==> src/rtl/ntt_pkg.sv <==
// Shared constants and modular helpers for the Kyber NTT datapath.
// Barrett constants assume products below 2^BARRETT_K, i.e. Q^2 < 2^24.
package ntt_pkg;

  localparam int DATA_WIDTH_DEFAULT = 12;
  localparam int Q                  = 3329;
  localparam int BARRETT_K          = 24;
  localparam int BARRETT_M          = (2 ** BARRETT_K) / Q;

  typedef logic [DATA_WIDTH_DEFAULT-1:0] coeff_t;
  typedef logic [DATA_WIDTH_DEFAULT:0]   coeff_ext_t;

  typedef enum logic {
    MODE_NTT  = 1'b0,
    MODE_INTT = 1'b1
  } bf_mode_t;

  localparam coeff_ext_t Q_EXT = coeff_ext_t'(Q);

  function automatic coeff_t mod_add(input coeff_t a, input coeff_t b);
    coeff_ext_t sum;
    sum = {1'b0, a} + {1'b0, b};
    if (sum >= Q_EXT) sum = sum - Q_EXT;
    return coeff_t'(sum);
  endfunction

  // A borrow out of the extended width marks a negative difference.
  function automatic coeff_t mod_sub(input coeff_t a, input coeff_t b);
    coeff_ext_t diff;
    diff = {1'b0, a} - {1'b0, b};
    if (diff[DATA_WIDTH_DEFAULT]) diff = diff + Q_EXT;
    return coeff_t'(diff);
  endfunction

endpackage

==> src/rtl/ntt_butterfly_if.sv <==
// Butterfly request/response bus between the NTT controller (master)
// and the butterfly unit (slave).
interface ntt_butterfly_if #(
  parameter int DATA_WIDTH = ntt_pkg::DATA_WIDTH_DEFAULT
) ();

  logic                  valid_in;
  logic [DATA_WIDTH-1:0] butterfly_in1;
  logic [DATA_WIDTH-1:0] butterfly_in2;
  logic [DATA_WIDTH-1:0] butterfly_twiddle;
  logic                  butterfly_inverse;
  logic                  valid_out;
  logic [DATA_WIDTH-1:0] butterfly_u;
  logic [DATA_WIDTH-1:0] butterfly_v;
  logic                  idle;

  modport master (
    output valid_in, butterfly_in1, butterfly_in2, butterfly_twiddle, butterfly_inverse,
    input  valid_out, butterfly_u, butterfly_v, idle
  );

  modport slave (
    input  valid_in, butterfly_in1, butterfly_in2, butterfly_twiddle, butterfly_inverse,
    output valid_out, butterfly_u, butterfly_v, idle
  );

endinterface

==> src/rtl/ntt_butterfly_barrett_reduce.sv <==
// Two-stage Barrett reduction of a product below Q^2 into [0,Q): the first
// stage registers p and floor(p*M/2^K), the second forms the remainder.
module barrett_reduce
  import ntt_pkg::*;
#(
  parameter int DATA_WIDTH = DATA_WIDTH_DEFAULT
) (
  input  logic                    clk,
  input  logic                    rst,
  input  logic                    valid,
  input  logic [2*DATA_WIDTH-1:0] product,
  output logic                    result_valid,
  output logic [DATA_WIDTH-1:0]   result
);

  localparam int PW = 2 * DATA_WIDTH;
  localparam int MW = $clog2(BARRETT_M + 1);
  localparam int XW = PW + MW;
  localparam logic [DATA_WIDTH:0] Q_W = (DATA_WIDTH + 1)'(Q);

  logic [XW-1:0]         scaled;
  logic [DATA_WIDTH-1:0] quot_next;
  logic [PW-1:0]         p_q;
  logic [DATA_WIDTH-1:0] quot_q;
  logic                  valid_q;
  logic [PW-1:0]         quot_times_q;
  logic [DATA_WIDTH:0]   rem;

  // The Barrett product stays alone in this stage so it maps onto one DSP.
  assign scaled    = XW'(product) * XW'(BARRETT_M);
  assign quot_next = DATA_WIDTH'(scaled >> BARRETT_K);

  // NOTE: registers use non-blocking assignments so every flop samples the
  // pre-edge value of its neighbours regardless of process ordering.
  always_ff @(posedge clk or posedge rst) begin
    if (rst) begin
      valid_q <= 1'b0;
      p_q     <= '0;
      quot_q  <= '0;
    end else begin
      valid_q <= valid;
      if (valid) begin
        p_q    <= product;
        quot_q <= quot_next;
      end
    end
  end

  // The quotient underestimates by at most one, so p - t*Q lies in [0,2Q).
  assign quot_times_q = PW'(quot_q) * PW'(Q);
  assign rem          = (DATA_WIDTH + 1)'(p_q - quot_times_q);

  assign result       = (rem >= Q_W) ? DATA_WIDTH'(rem - Q_W) : rem[DATA_WIDTH-1:0];
  assign result_valid = valid_q;

endmodule

==> src/rtl/ntt_butterfly.sv <==
// Pipelined CT (NTT) / GS (INTT) butterfly modulo Q with a fixed latency,
// one transaction per cycle and no backpressure.
module ntt_butterfly
  import ntt_pkg::*;
#(
  parameter int DATA_WIDTH = DATA_WIDTH_DEFAULT,
  parameter int LATENCY    = 3
) (
  input  logic            clk,
  input  logic            rst,
  ntt_butterfly_if.slave  bus
);

  localparam int PW   = 2 * DATA_WIDTH;
  localparam int TAIL = LATENCY - 3;

  // Stage 1: modular add/sub on the raw operands and the single multiplier.
  bf_mode_t              mode_in;
  logic [DATA_WIDTH-1:0] sum_ab;
  logic [DATA_WIDTH-1:0] diff_ab;
  logic [DATA_WIDTH-1:0] mul_x;
  logic [DATA_WIDTH-1:0] carry_next;
  logic [PW-1:0]         prod_next;

  assign mode_in    = bf_mode_t'(bus.butterfly_inverse);
  assign sum_ab     = mod_add(bus.butterfly_in1, bus.butterfly_in2);
  assign diff_ab    = mod_sub(bus.butterfly_in1, bus.butterfly_in2);
  assign mul_x      = (mode_in == MODE_INTT) ? diff_ab : bus.butterfly_in2;
  assign carry_next = (mode_in == MODE_INTT) ? sum_ab : bus.butterfly_in1;
  assign prod_next  = PW'(mul_x) * PW'(bus.butterfly_twiddle);

  logic                  valid1;
  logic [PW-1:0]         prod1;
  logic [DATA_WIDTH-1:0] carry1;
  bf_mode_t              mode1;

  always_ff @(posedge clk or posedge rst) begin
    if (rst) begin
      valid1 <= 1'b0;
      prod1  <= '0;
      carry1 <= '0;
      mode1  <= MODE_NTT;
    end else begin
      valid1 <= bus.valid_in;
      if (bus.valid_in) begin
        prod1  <= prod_next;
        carry1 <= carry_next;
        mode1  <= mode_in;
      end
    end
  end

  // Stages 2-3: Barrett reduction; a or s and the mode ride alongside it.
  logic                  valid2;
  logic [DATA_WIDTH-1:0] r;
  logic [DATA_WIDTH-1:0] carry2;
  bf_mode_t              mode2;

  barrett_reduce #(.DATA_WIDTH(DATA_WIDTH)) u_barrett (
    .clk          (clk),
    .rst          (rst),
    .valid        (valid1),
    .product      (prod1),
    .result_valid (valid2),
    .result       (r)
  );

  always_ff @(posedge clk or posedge rst) begin
    if (rst) begin
      carry2 <= '0;
      mode2  <= MODE_NTT;
    end else if (valid1) begin
      carry2 <= carry1;
      mode2  <= mode1;
    end
  end

  logic [DATA_WIDTH-1:0] u_next;
  logic [DATA_WIDTH-1:0] v_next;

  // NOTE: every output gets a default first, so no path leaves it unassigned
  // and no latch is inferred.
  always_comb begin
    u_next = carry2;
    v_next = r;
    if (mode2 == MODE_NTT) begin
      u_next = mod_add(carry2, r);
      v_next = mod_sub(carry2, r);
    end
  end

  // Result stage (index 0) followed by TAIL plain delay stages; data only
  // loads with a valid so outputs hold their last result across bubbles.
  logic                  valid_pipe [0:TAIL];
  logic [DATA_WIDTH-1:0] u_pipe     [0:TAIL];
  logic [DATA_WIDTH-1:0] v_pipe     [0:TAIL];
  logic [TAIL:0]         valid_bits;

  always_ff @(posedge clk or posedge rst) begin
    if (rst) begin
      valid_pipe[0] <= 1'b0;
      u_pipe[0]     <= '0;
      v_pipe[0]     <= '0;
    end else begin
      valid_pipe[0] <= valid2;
      if (valid2) begin
        u_pipe[0] <= u_next;
        v_pipe[0] <= v_next;
      end
    end
  end

  for (genvar s = 1; s <= TAIL; s++) begin : g_tail
    // NOTE: these delay registers are reset like any other flop because
    // reset must discard in-flight results and zero the outputs.
    always_ff @(posedge clk or posedge rst) begin
      if (rst) begin
        valid_pipe[s] <= 1'b0;
        u_pipe[s]     <= '0;
        v_pipe[s]     <= '0;
      end else begin
        valid_pipe[s] <= valid_pipe[s-1];
        if (valid_pipe[s-1]) begin
          u_pipe[s] <= u_pipe[s-1];
          v_pipe[s] <= v_pipe[s-1];
        end
      end
    end
  end

  for (genvar s = 0; s <= TAIL; s++) begin : g_valid_bits
    assign valid_bits[s] = valid_pipe[s];
  end

  assign bus.valid_out   = valid_pipe[TAIL];
  assign bus.butterfly_u = u_pipe[TAIL];
  assign bus.butterfly_v = v_pipe[TAIL];
  assign bus.idle        = ~(valid1 | valid2 | (|valid_bits));

endmodule

==> src/flat_wrapper.sv <==
// flat-port wrapper written by rule: the top's interface ports become plain ports
module ntt_butterfly_flat import ntt_pkg::*;
#(
  parameter int DATA_WIDTH = DATA_WIDTH_DEFAULT,
  parameter int LATENCY    = 3
)
  (clk, rst, bus_valid_in, bus_butterfly_in1, bus_butterfly_in2, bus_butterfly_twiddle, bus_butterfly_inverse, bus_valid_out, bus_butterfly_u, bus_butterfly_v, bus_idle);
  ntt_butterfly_if #(.DATA_WIDTH(DATA_WIDTH)) bus_i ();
  input  logic clk;
  input  logic rst;
  input wire logic [$bits(bus_i.valid_in)-1:0] bus_valid_in;
  input wire logic [$bits(bus_i.butterfly_in1)-1:0] bus_butterfly_in1;
  input wire logic [$bits(bus_i.butterfly_in2)-1:0] bus_butterfly_in2;
  input wire logic [$bits(bus_i.butterfly_twiddle)-1:0] bus_butterfly_twiddle;
  input wire logic [$bits(bus_i.butterfly_inverse)-1:0] bus_butterfly_inverse;
  output wire logic [$bits(bus_i.valid_out)-1:0] bus_valid_out;
  output wire logic [$bits(bus_i.butterfly_u)-1:0] bus_butterfly_u;
  output wire logic [$bits(bus_i.butterfly_v)-1:0] bus_butterfly_v;
  output wire logic [$bits(bus_i.idle)-1:0] bus_idle;
  assign bus_i.valid_in = bus_valid_in;
  assign bus_i.butterfly_in1 = bus_butterfly_in1;
  assign bus_i.butterfly_in2 = bus_butterfly_in2;
  assign bus_i.butterfly_twiddle = bus_butterfly_twiddle;
  assign bus_i.butterfly_inverse = bus_butterfly_inverse;
  assign bus_valid_out = bus_i.valid_out;
  assign bus_butterfly_u = bus_i.butterfly_u;
  assign bus_butterfly_v = bus_i.butterfly_v;
  assign bus_idle = bus_i.idle;
  ntt_butterfly #(.DATA_WIDTH(DATA_WIDTH), .LATENCY(LATENCY)) u_core (.clk(clk), .rst(rst), .bus(bus_i));
endmodule
==> config.mk <==
export PLATFORM = sky130hd
export DESIGN_NAME = ntt_butterfly_flat
export DESIGN_NICKNAME = d
export VERILOG_FILES = /design/src/rtl/ntt_pkg.sv /design/src/rtl/ntt_butterfly_if.sv /design/src/rtl/ntt_butterfly_barrett_reduce.sv /design/src/rtl/ntt_butterfly.sv /design/src/flat_wrapper.sv
export SDC_FILE = /design/constraint.sdc
export NUM_CORES = 1
export LEC_CHECK = 0
export BUFFER_PORTS_ARGS = -buffer_cell sky130_fd_sc_hd__buf_4
export CAP_MARGIN = 15
export CORE_MARGIN = 2
export CORE_UTILIZATION = 58
export CTS_CLUSTER_DIAMETER = 150
export DETAILED_ROUTE_END_ITERATION = 8
export PLACE_DENSITY = 0.75
export SYNTH_ARGS = -nofsm -noshare
export SYNTH_HDL_FRONTEND = slang
export SYNTH_SLANG_ARGS = --single-unit
==> constraint.sdc <==
create_clock -name clk -period 10.8 [get_ports clk]
set_clock_uncertainty 0.2 [all_clocks]
set_input_delay 0.54 -clock clk [delete_from_list [all_inputs] [get_ports clk]]
set_output_delay 0.54 -clock clk [all_outputs]
set_load 0.005 [all_outputs]
==> Word-level counts from Yosys, hierarchy flattened <==
Index checks and enable logic that the tools add are counted.
{ "word_totals": {"in_bits": 40, "elab_cells": 40, "output_inout_bits": 26, "mem_bits_ro": 0, "regBits": 102, "mem_bits_rw": 0, "latchBits": 0, "memories": 0} }
{ "op_classes": {"addsub": 10, "n_div": 0, "eq_ne": 0, "bitwise_logic": 3, "n_mul": 3, "n_reduce_logical": 0, "shift": 0, "order_cmp": 3, "mux": 9} }
{ "op_table": {"columns": ["op", "count"], "rows": [
  ["12-bit two-way mux", 9],
  ["13-bit by 12-bit >= comparator with 1-bit output, second input constant", 3],
  ["24-bit by 13-bit multiplier with 36-bit output, second input constant", 1],
  ["12-bit subtractor, second input constant", 3],
  ["12-bit by 12-bit adder with 13-bit output", 2],
  ["12-bit by 12-bit subtractor with 13-bit output", 2],
  ["12-bit adder, second input constant", 2],
  ["12-bit by 12-bit multiplier with 24-bit output", 1],
  ["12-bit by 12-bit multiplier with 13-bit output, second input constant", 1],
  ["13-bit subtractor", 1],
  ["1-bit OR", 2],
  ["1-bit inverter", 1]
]} }

==> Depth between registers and ports, before layout <==
Gate-level depths: netlist of run 1.
{ "logic_depth": {"word_depth": 8, "depth_mapped": 44, "ltp_nobuf": 43} }

==> Cells and area by module <==
Synthesis of run 1 repeated with hierarchy kept, for this count alone.
{ "hier_totals": {"cells_unflattened": 2103, "hier_area_um2": 19003.2} }
{ "by_module_without_submodules": {"columns": ["module", "cells_per_inst", "n_inst", "area_per_inst_um2", "seq_area_each_um2"], "rows": [
  ["ntt_butterfly", 1348, 1, 11404.7, 1901.8],
  ["barrett_reduce", 755, 1, 7598.5, 650.6]
]} }

==> Least setup slack after synthesis of run 1 <==
OpenSTA, ideal clock, no wires.
{ "synth_path": {"kind": "in2reg", "startpoint": "in bus_butterfly_in1[0]", "endpoint": "reg u_core.prod1[20]", "arrival_ns": 8.387, "t_required_ns": 10.475, "setup_slack_ns": 2.088, "path_buffers": 1, "stages": 39, "setup_ns": 0.125, "cell_sequence": "inv_1 > ha_1 > inv_1 > fa_1 > a21o_1 > a21oi_1 > o21ai_0 > a21oi_1 > o21ai_0 > a21oi_1 > o21bai_1 > a21oi_1 > o21bai_1 > a21oi_1 > nand4_1 > xor2_1 > a21oi_1 > clkbuf_1 > [... 3 more ...] > inv_1 > fa_1 > fa_1 > inv_1 > fa_1 > inv_1 > ha_1 > inv_1 > a21oi_1 > o21ai_0 > a21boi_0 > o21a_1 > o21ai_0 > a211oi_1 > or3_1 > a21oi_1 > xnor2_1 > mux2_2"} }
{ "synth_between": {"elab_chain_cells": 5} }
{ "synth_rtl": {"columns": ["element", "line", "text"], "rows": [
  ["start, declared", "flat_wrapper.sv:12", "input wire logic [$bits(bus_i.butterfly_in1)-1:0] bus_butterfly_in1;"],
  ["12-bit by 12-bit subtractor with 13-bit output (*)", "ntt_pkg.sv:30", "diff = {1'b0, a} - {1'b0, b};"],
  ["12-bit adder", "ntt_pkg.sv:31", "if (diff[DATA_WIDTH_DEFAULT]) diff = diff + Q_EXT;"],
  ["12-bit two-way mux (*)", "ntt_pkg.sv:31", null],
  ["12-bit two-way mux (*)", "ntt_butterfly.sv:28", "assign mul_x = (mode_in == MODE_INTT) ? diff_ab : bus.butterfly_in2;"],
  ["12-bit by 12-bit multiplier with 24-bit output (*)", "ntt_butterfly.sv:30", "assign prod_next = PW'(mul_x) * PW'(bus.butterfly_twiddle);"],
  ["end signal, assigned", "ntt_butterfly.sv:46", "prod1 <= prod_next;"],
  ["end, declared", "ntt_butterfly.sv:33", "logic [PW-1:0] prod1;"]
]} }
Mark *: on every way between the ends. The rest lies on a longest branch, timed or not.
A chain may end at the register's enable or synchronous reset.

==> Worst setup path in the final report of run 1 <==
Ends and elaborated chain as after synthesis.

==> results of run 1 <==
==> critical path, delay by kind of cell <==
| family | cells | cell delay [ns] |
|---|---|---|
| buffers and inverters | 9 | 0.74 |
| adder cells (fa/ha/maj) | 8 | 2.69 |
| AND/OR/NAND/NOR | 4 | 0.76 |
| multiplexers | 2 | 0.56 |
| AO/OA/AOI/OAI | 20 | 3.99 |
| XOR/XNOR | 2 | 0.24 |
==> final timing paths <==
path	from	endpoint
min in group asynchronous	rst	u_core.bus.butterfly_u[9]
hold reg to reg	u_core.bus.butterfly_v[3]	u_core.bus.butterfly_v[3]
setup / recovery	bus_butterfly_in1[0]	u_core.prod1[20]
hold / removal	bus_butterfly_in1[0]	u_core.carry1[0]
setup reg to reg	u_core.u_barrett.p_q[3]	u_core.bus.butterfly_u[3]
max in group asynchronous	rst	u_core.valid1
==> cells in the final DEF, fill, tap and decap left out, types with 14 or more instances in the layout <==
cell,instances
xor2_1,29
ha_1,273
nand3_1,36
mux2_2,38
inv_1,385
nor2_1,85
and3_1,30
o21ai_0,74
nand2_1,161
a21o_1,22
fa_1,236
nor2b_1,26
dfrtp_1,101
nor3_1,35
and2_1,47
a221o_1,14
buf_4,79
nand2b_1,17
a21oi_1,81
xnor2_1,76
==> kinds of logic (layout without fill, tap and decap cells) <==
| logic type | after synthesis | in the layout |
|---|---|---|
| fa+ha+maj | 509 | 509 |
| simple gates | 497 | 497 |
| buf+inv | 454 | 483 |
| compound gates | 323 | 323 |
| xor+xnor | 107 | 107 |
| flops | 102 | 102 |
| mux | 47 | 47 |
| other cells | 0 | 1 |
==> layout make-up <==
cell class	instances	area [µm²]
multi-input cells	1483	14400
diodes	1	2.50
clock buffers	9	225
fillers	2659	11800
clock inverters	7	85.1
well taps	402	503
inverters	387	1460
flip-flops and latches	102	2550
repair buffers	80	603
==> timing repair <==
| item | in CTS | in global routing |
|---|---|---|
| hold buffers | 1 | 0 |
| endpoints found under the setup margin | 0 | 0 |
| buffers inserted | 0 | 0 |
| endpoints found under the hold margin | 20 | 0 |
==> synthesized netlist by cell type, drive strengths merged, types with 8 or more instances <==
master and instances:
nor2 86, o21bai 10, or3 11, buf 12, o211ai 9, nand3 37
a31oi 9, a221o 14, xnor2 77, nand4 11, o31ai 8, ha 273
a21boi 8, a22oi 8, o21ai 77, a21o 22, nand2b 17, mux2i 8
xor2 29, and2 47, a21oi 82, and3 30, nor2b 26, nor3 37
nand2 162, clkbuf 55, fa 236, o21a 10, inv 387, o311ai 8
mux2 39, dfrtp 102
==> sequential cells by signal (all words and copies together) (netlist names) <==
| register | flops |
|---|---|
| u_core.prod1 | 24 |
| u_core.u_barrett.p_q | 13 |
| u_core.bus.butterfly_u | 12 |
| u_core.bus.butterfly_v | 12 |
| u_core.carry1 | 12 |
| u_core.carry2 | 12 |
| u_core.u_barrett.quot_q | 12 |
| u_core.bus.valid_out | 1 |
| u_core.mode1 | 1 |
| u_core.mode2 | 1 |
| u_core.u_barrett.result_valid | 1 |
| u_core.valid1 | 1 |
==> per-stage QoR <==
stage | setup slack [ns] | hold WS [ns]
finish | 1.32 | 0.234
CTS | 1.47 | 0.222
detailed placement | 1.08 | 0.267
global route | 0.510 | 0.244
global placement | 1.36 | 0.264
floorplan | 2.09 | 0.170
==> routing by layer <==
layer / part of all wire [%] / global-route usage (%)
met5: 0 / 0
met2: 47 / 44.9
met4: 2.9 / 9.06
met3: 5.0 / 2.88
met1: 45 / 37.1
==> impl_metrics.toml, run 1 <==
[run_status]
status = "completed"

[global_route]
grt_overflow_total = 0
grt_usage_pct = 27.0
antenna_found_initial = 1
grt_first_pass_wirelength_mm = 73.1
grt_max_degree = 83
grt_pass1_vias = 14807

[job]
max-cap-violations = 0

[place]
gp_congestion = 0.925
place_hpwl_mm = 35.7
dpl_cell_area_mm2 = 0.0195
dp.cells = 2453
port_buffers = 65

[synthesis]
ys.flop_type = "dfrtp_1"
muxShareOfSynthArea_pct = 2.83
synth_top_area_share_pct = 25.4
synth-xor-area-share_pct = 5.15
synthCells = 2039
synth_edf_count = 0
yosys-top-cells-area = "fa_1 25%, ha_1 18%, dfrtp_1 14%, inv_1 7.8%, xnor2_1 3.6%"
synthArstFlopShare_pct = 100
synth_cell_types = 88
synth_compound_gate_area_share_pct = 12.2
syn_avg_cell_area_um2 = 9.14
synthSimpleGateAreaFrac_pct = 13.2
ys.warnings.count = 0
synth_nets = 2588
ys_seq_area_share_pct = 13.7
synth_top_family_by_area = "adder cells"
syn-cell-area_mm2 = 0.0186
synthAdderAreaFrac_pct = 43.7
yosysTopAreaCell = "fa_1"
ys_ff_latch = 102

[routing]
drtAntennaViolNets = 0
num_vias = 14176
via_per_inst = 5.74
drc = 0
wl_per_cell_um = 17.5
dr.pass1.iters = 5
wirelength_mm = 43.3
drt-initial-drc-count = 798

[die]
coreArea_mm2 = 0.0316
initial_core_util_pct = 59.0
die_w_um = 183
dieArea_mm2 = 0.0336
io_pins = 66
fp-row-count = 65
die_y_um = 183

[finish]
nNetsFinal = 2612
final_cells = 2471
layout-drive-gt1-share_pct = 7.98
post-route-util_pct = 62.7
design_area_mm2 = 0.0198
area_growth_pct = 6.21

[timing]
worst_pin_slew_ns = 1.01
fmax_ghz = 0.106
hold_viol_final = 0
finalSetupTns_ns = 0
slew_viol_final = 0
min_period_over_period_pct = 87.8
maxSlewHeadroom_pct = 33.0
setup_violations = 0
post-route-min-period_ns = 9.48
rsz0062_at_grt = "false"

[setup_path]
cpMostUsedCell = "a21oi_1"
reg2reg_slack_ns = 1.89
worst_path_max_delay_cell = "a21oi_1"
critPathKind = "input port to flip-flop"
cp_data_required_time_ns = 10.86
startpoint_type = "input port"
slowest_delay_ns = 0.50
endpoint_kind = "flip-flop"
critPathMaxFanout = 12
critPathArrivalTime_ns = 9.53
reg2reg_depth = 32

[clock_network]
htreeDepth = 3
cts-root-buf = "clkbuf_16"
cts_tree = "built"
cts.sinks = 102
clock_latency_ns = 0.37
clockBufferDepth = 2
clk_pin_slew_ns = 0.08
cts.repair.resized = 0
cts_made_buffers = 9

[hold_path]
whs_path_depth = 2
min_path_type = "input port to flip-flop"
Power of run 1 is not shown: default switching activity piles up to over one toggle a cycle in this logic, so the estimate is an artifact.
==> inputs of run 2 (changes only) <==
==> constraint.sdc (replaced) <==
create_clock -name clk -period 10.8 [get_ports clk]
set_clock_uncertainty 0.2 [all_clocks]
set_input_delay 1.62 -clock clk [delete_from_list [all_inputs] [get_ports clk]]
set_output_delay 1.62 -clock clk [all_outputs]
set_load 0.005 [all_outputs]
==> run 2 against run 1 <==
  * Clock-buffer cell count up 1
  * Utilization down 0.079 points
  * Critical endpoint unchanged
  * Critical path depth up 1
  * Cell count about the same
  * Sequential cell count unchanged
  * Global-route usage up 0.49 points
  * Routed wire length up 1.2%
==> impl_metrics.toml, run 2 (same netlist as run 1, synthesis figures left out) <==
[job]
max-cap-violations = 0

[hold_path]
min_from = "u_core.carry1[11]"
min_to = "u_core.carry1[11]"
min_path_type = "flip-flop to flip-flop"
whs_path_depth = 1

[clock_network]
cts_setup_buffers = 0
clockBufferDepth = 2
cts_made_buffers = 9
htreeDepth = 3
cts.sinks = 102
cts-root-buf = "clkbuf_16"
cts_tree = "built"
clk_pin_slew_ns = 0.07
clock_latency_ns = 0.36

[setup_path]
cp_data_required_time_ns = 10.84
cpMostUsedCell = "a21oi_1"
reg2reg_slack_ns = 1.93
slowest_delay_ns = 0.48
reg2reg_to = "u_core.bus.butterfly_u[3]"
critPathKind = "input port to flip-flop"
critPathTopFamily = "compound AO/OA/AOI/OAI gates"
critPathArrivalTime_ns = 10.16
startpoint_type = "input port"
worst_path_max_delay_cell = "fa_1"
worst-path-buf-inv = 10
reg2reg_from = "u_core.u_barrett.p_q[3]"
reg2reg_depth = 32
endpoint_kind = "flip-flop"
critPathMaxFanout = 12

[die]
dieArea_mm2 = 0.0336
coreArea_mm2 = 0.0316
die_y_um = 183
fp-row-count = 65
io_pins = 66
die_w_um = 183
initial_core_util_pct = 59.0

[routing]
drc = 0
wirelength_mm = 43.8
dr.pass1.iters = 5
num_vias = 14188
wl_per_cell_um = 17.7
via_per_inst = 5.74
drtAntennaViolNets = 0
drt-initial-drc-count = 853

[finish]
design_area_mm2 = 0.0198
largest_reg_flops = 24
final_common_cell = "inv_1"
area_growth_pct = 6.08
final_cell_mix = "385 x inv_1, 273 x ha_1, 236 x fa_1, 161 x nand2_1, 101 x dfrtp_1"
reg.largest.list = "u_core.prod1 x24, u_core.u_barrett.p_q x13"
diodes = 0
nNetsFinal = 2612
largest-register = "u_core.prod1"
layout-drive-gt1-share_pct = 8.03
fillers = 2719

[timing]
worst_pin_slew_ns = 0.967
hold_slack_ns = 0.282
post-route-min-period_ns = 10.12
finalSetupTns_ns = 0
hold_viol_final = 0
rsz0062_at_grt = "false"
slew_viol_final = 0
min_period_over_period_pct = 93.7
maxSlewHeadroom_pct = 35.5
setup_violations = 0
fmax_ghz = 0.0988

[place]
gp_congestion = 0.965
dpl_cell_area_mm2 = 0.0195
port_buffers = 65
place_hpwl_mm = 36.6

[global_route]
grt_max_degree = 69
grt_first_pass_wirelength_mm = 73.7
antenna_found_initial = 0
grt_usage_pct = 27.5
grt_pass1_vias = 14471
grt_overflow_total = 0

[run_status]
status = "completed"
-- run 2: changes by cell type in the layout (fill, tap and decap cells not counted), sizes merged --
cell and delta:
buf +1, clkbuf +1, clkinv -1, clkinvlp -1, diode -1, dlygate4sd3 -1, inv +1
-- run 2: worst max path at each step --
stage,depth (start not counted),end,slack [ns],from
floorplan,39,u_core.prod1[20],1.01,bus_butterfly_in1[0]
global placement,46,u_core.prod1[20],0.54,bus_butterfly_in1[0]
detailed placement,46,u_core.prod1[20],0.27,bus_butterfly_in1[0]
CTS,46,u_core.prod1[20],0.62,bus_butterfly_in1[0]
global route,46,u_core.prod1[20],0.004,bus_butterfly_in1[0]
finish,46,u_core.prod1[20],0.68,bus_butterfly_in1[0]
-- run 2: metrics by stage --
stage | cells | util, % | setup WS [ns]
after floorplan | 2039 | - | 1.01
after global placement | 2454 | 61.7 | 0.545
after detailed placement | 2454 | 61.7 | 0.269
after CTS | 2470 | 62.6 | 0.618
after global routing | 2470 | 62.6 | 0.00447
final | 2470 | 62.6 | 0.683
-- run 2: layout make-up --
cell class	count	area [µm²]	area share [%]
Multi-Input combinational cell	1483	14400	72.7
Sequential cell	102	2550	12.9
Inverter	387	1460	7.36
Timing Repair Buffer	80	601	3.04
Tap cell	402	503	2.55
Clock buffer	10	239	1.21
Clock inverter	6	51.3	0.260
-- run 2: per-layer routing --
metal / up-vias / part of all wire [%] / track usage [%] / wire length, µm
li1: 6720 / - / - / -
met1: 7031 / 46 / 39.2 / 20000
met2: 387 / 47 / 45.3 / 20700
met3: 50 / 5.5 / 3.65 / 2390
met4: 0 / 1.6 / 5.38 / 685
met5: - / 0 / 0 / 0
-- run 2: repair_timing --
| action | in CTS | in global routing |
|---|---|---|
| endpoints found under the setup margin | 0 | 2 |
| hold buffers | 0 | 0 |
| resized for setup | 0 | 1 |
Power of run 2 is left out for the same reason.
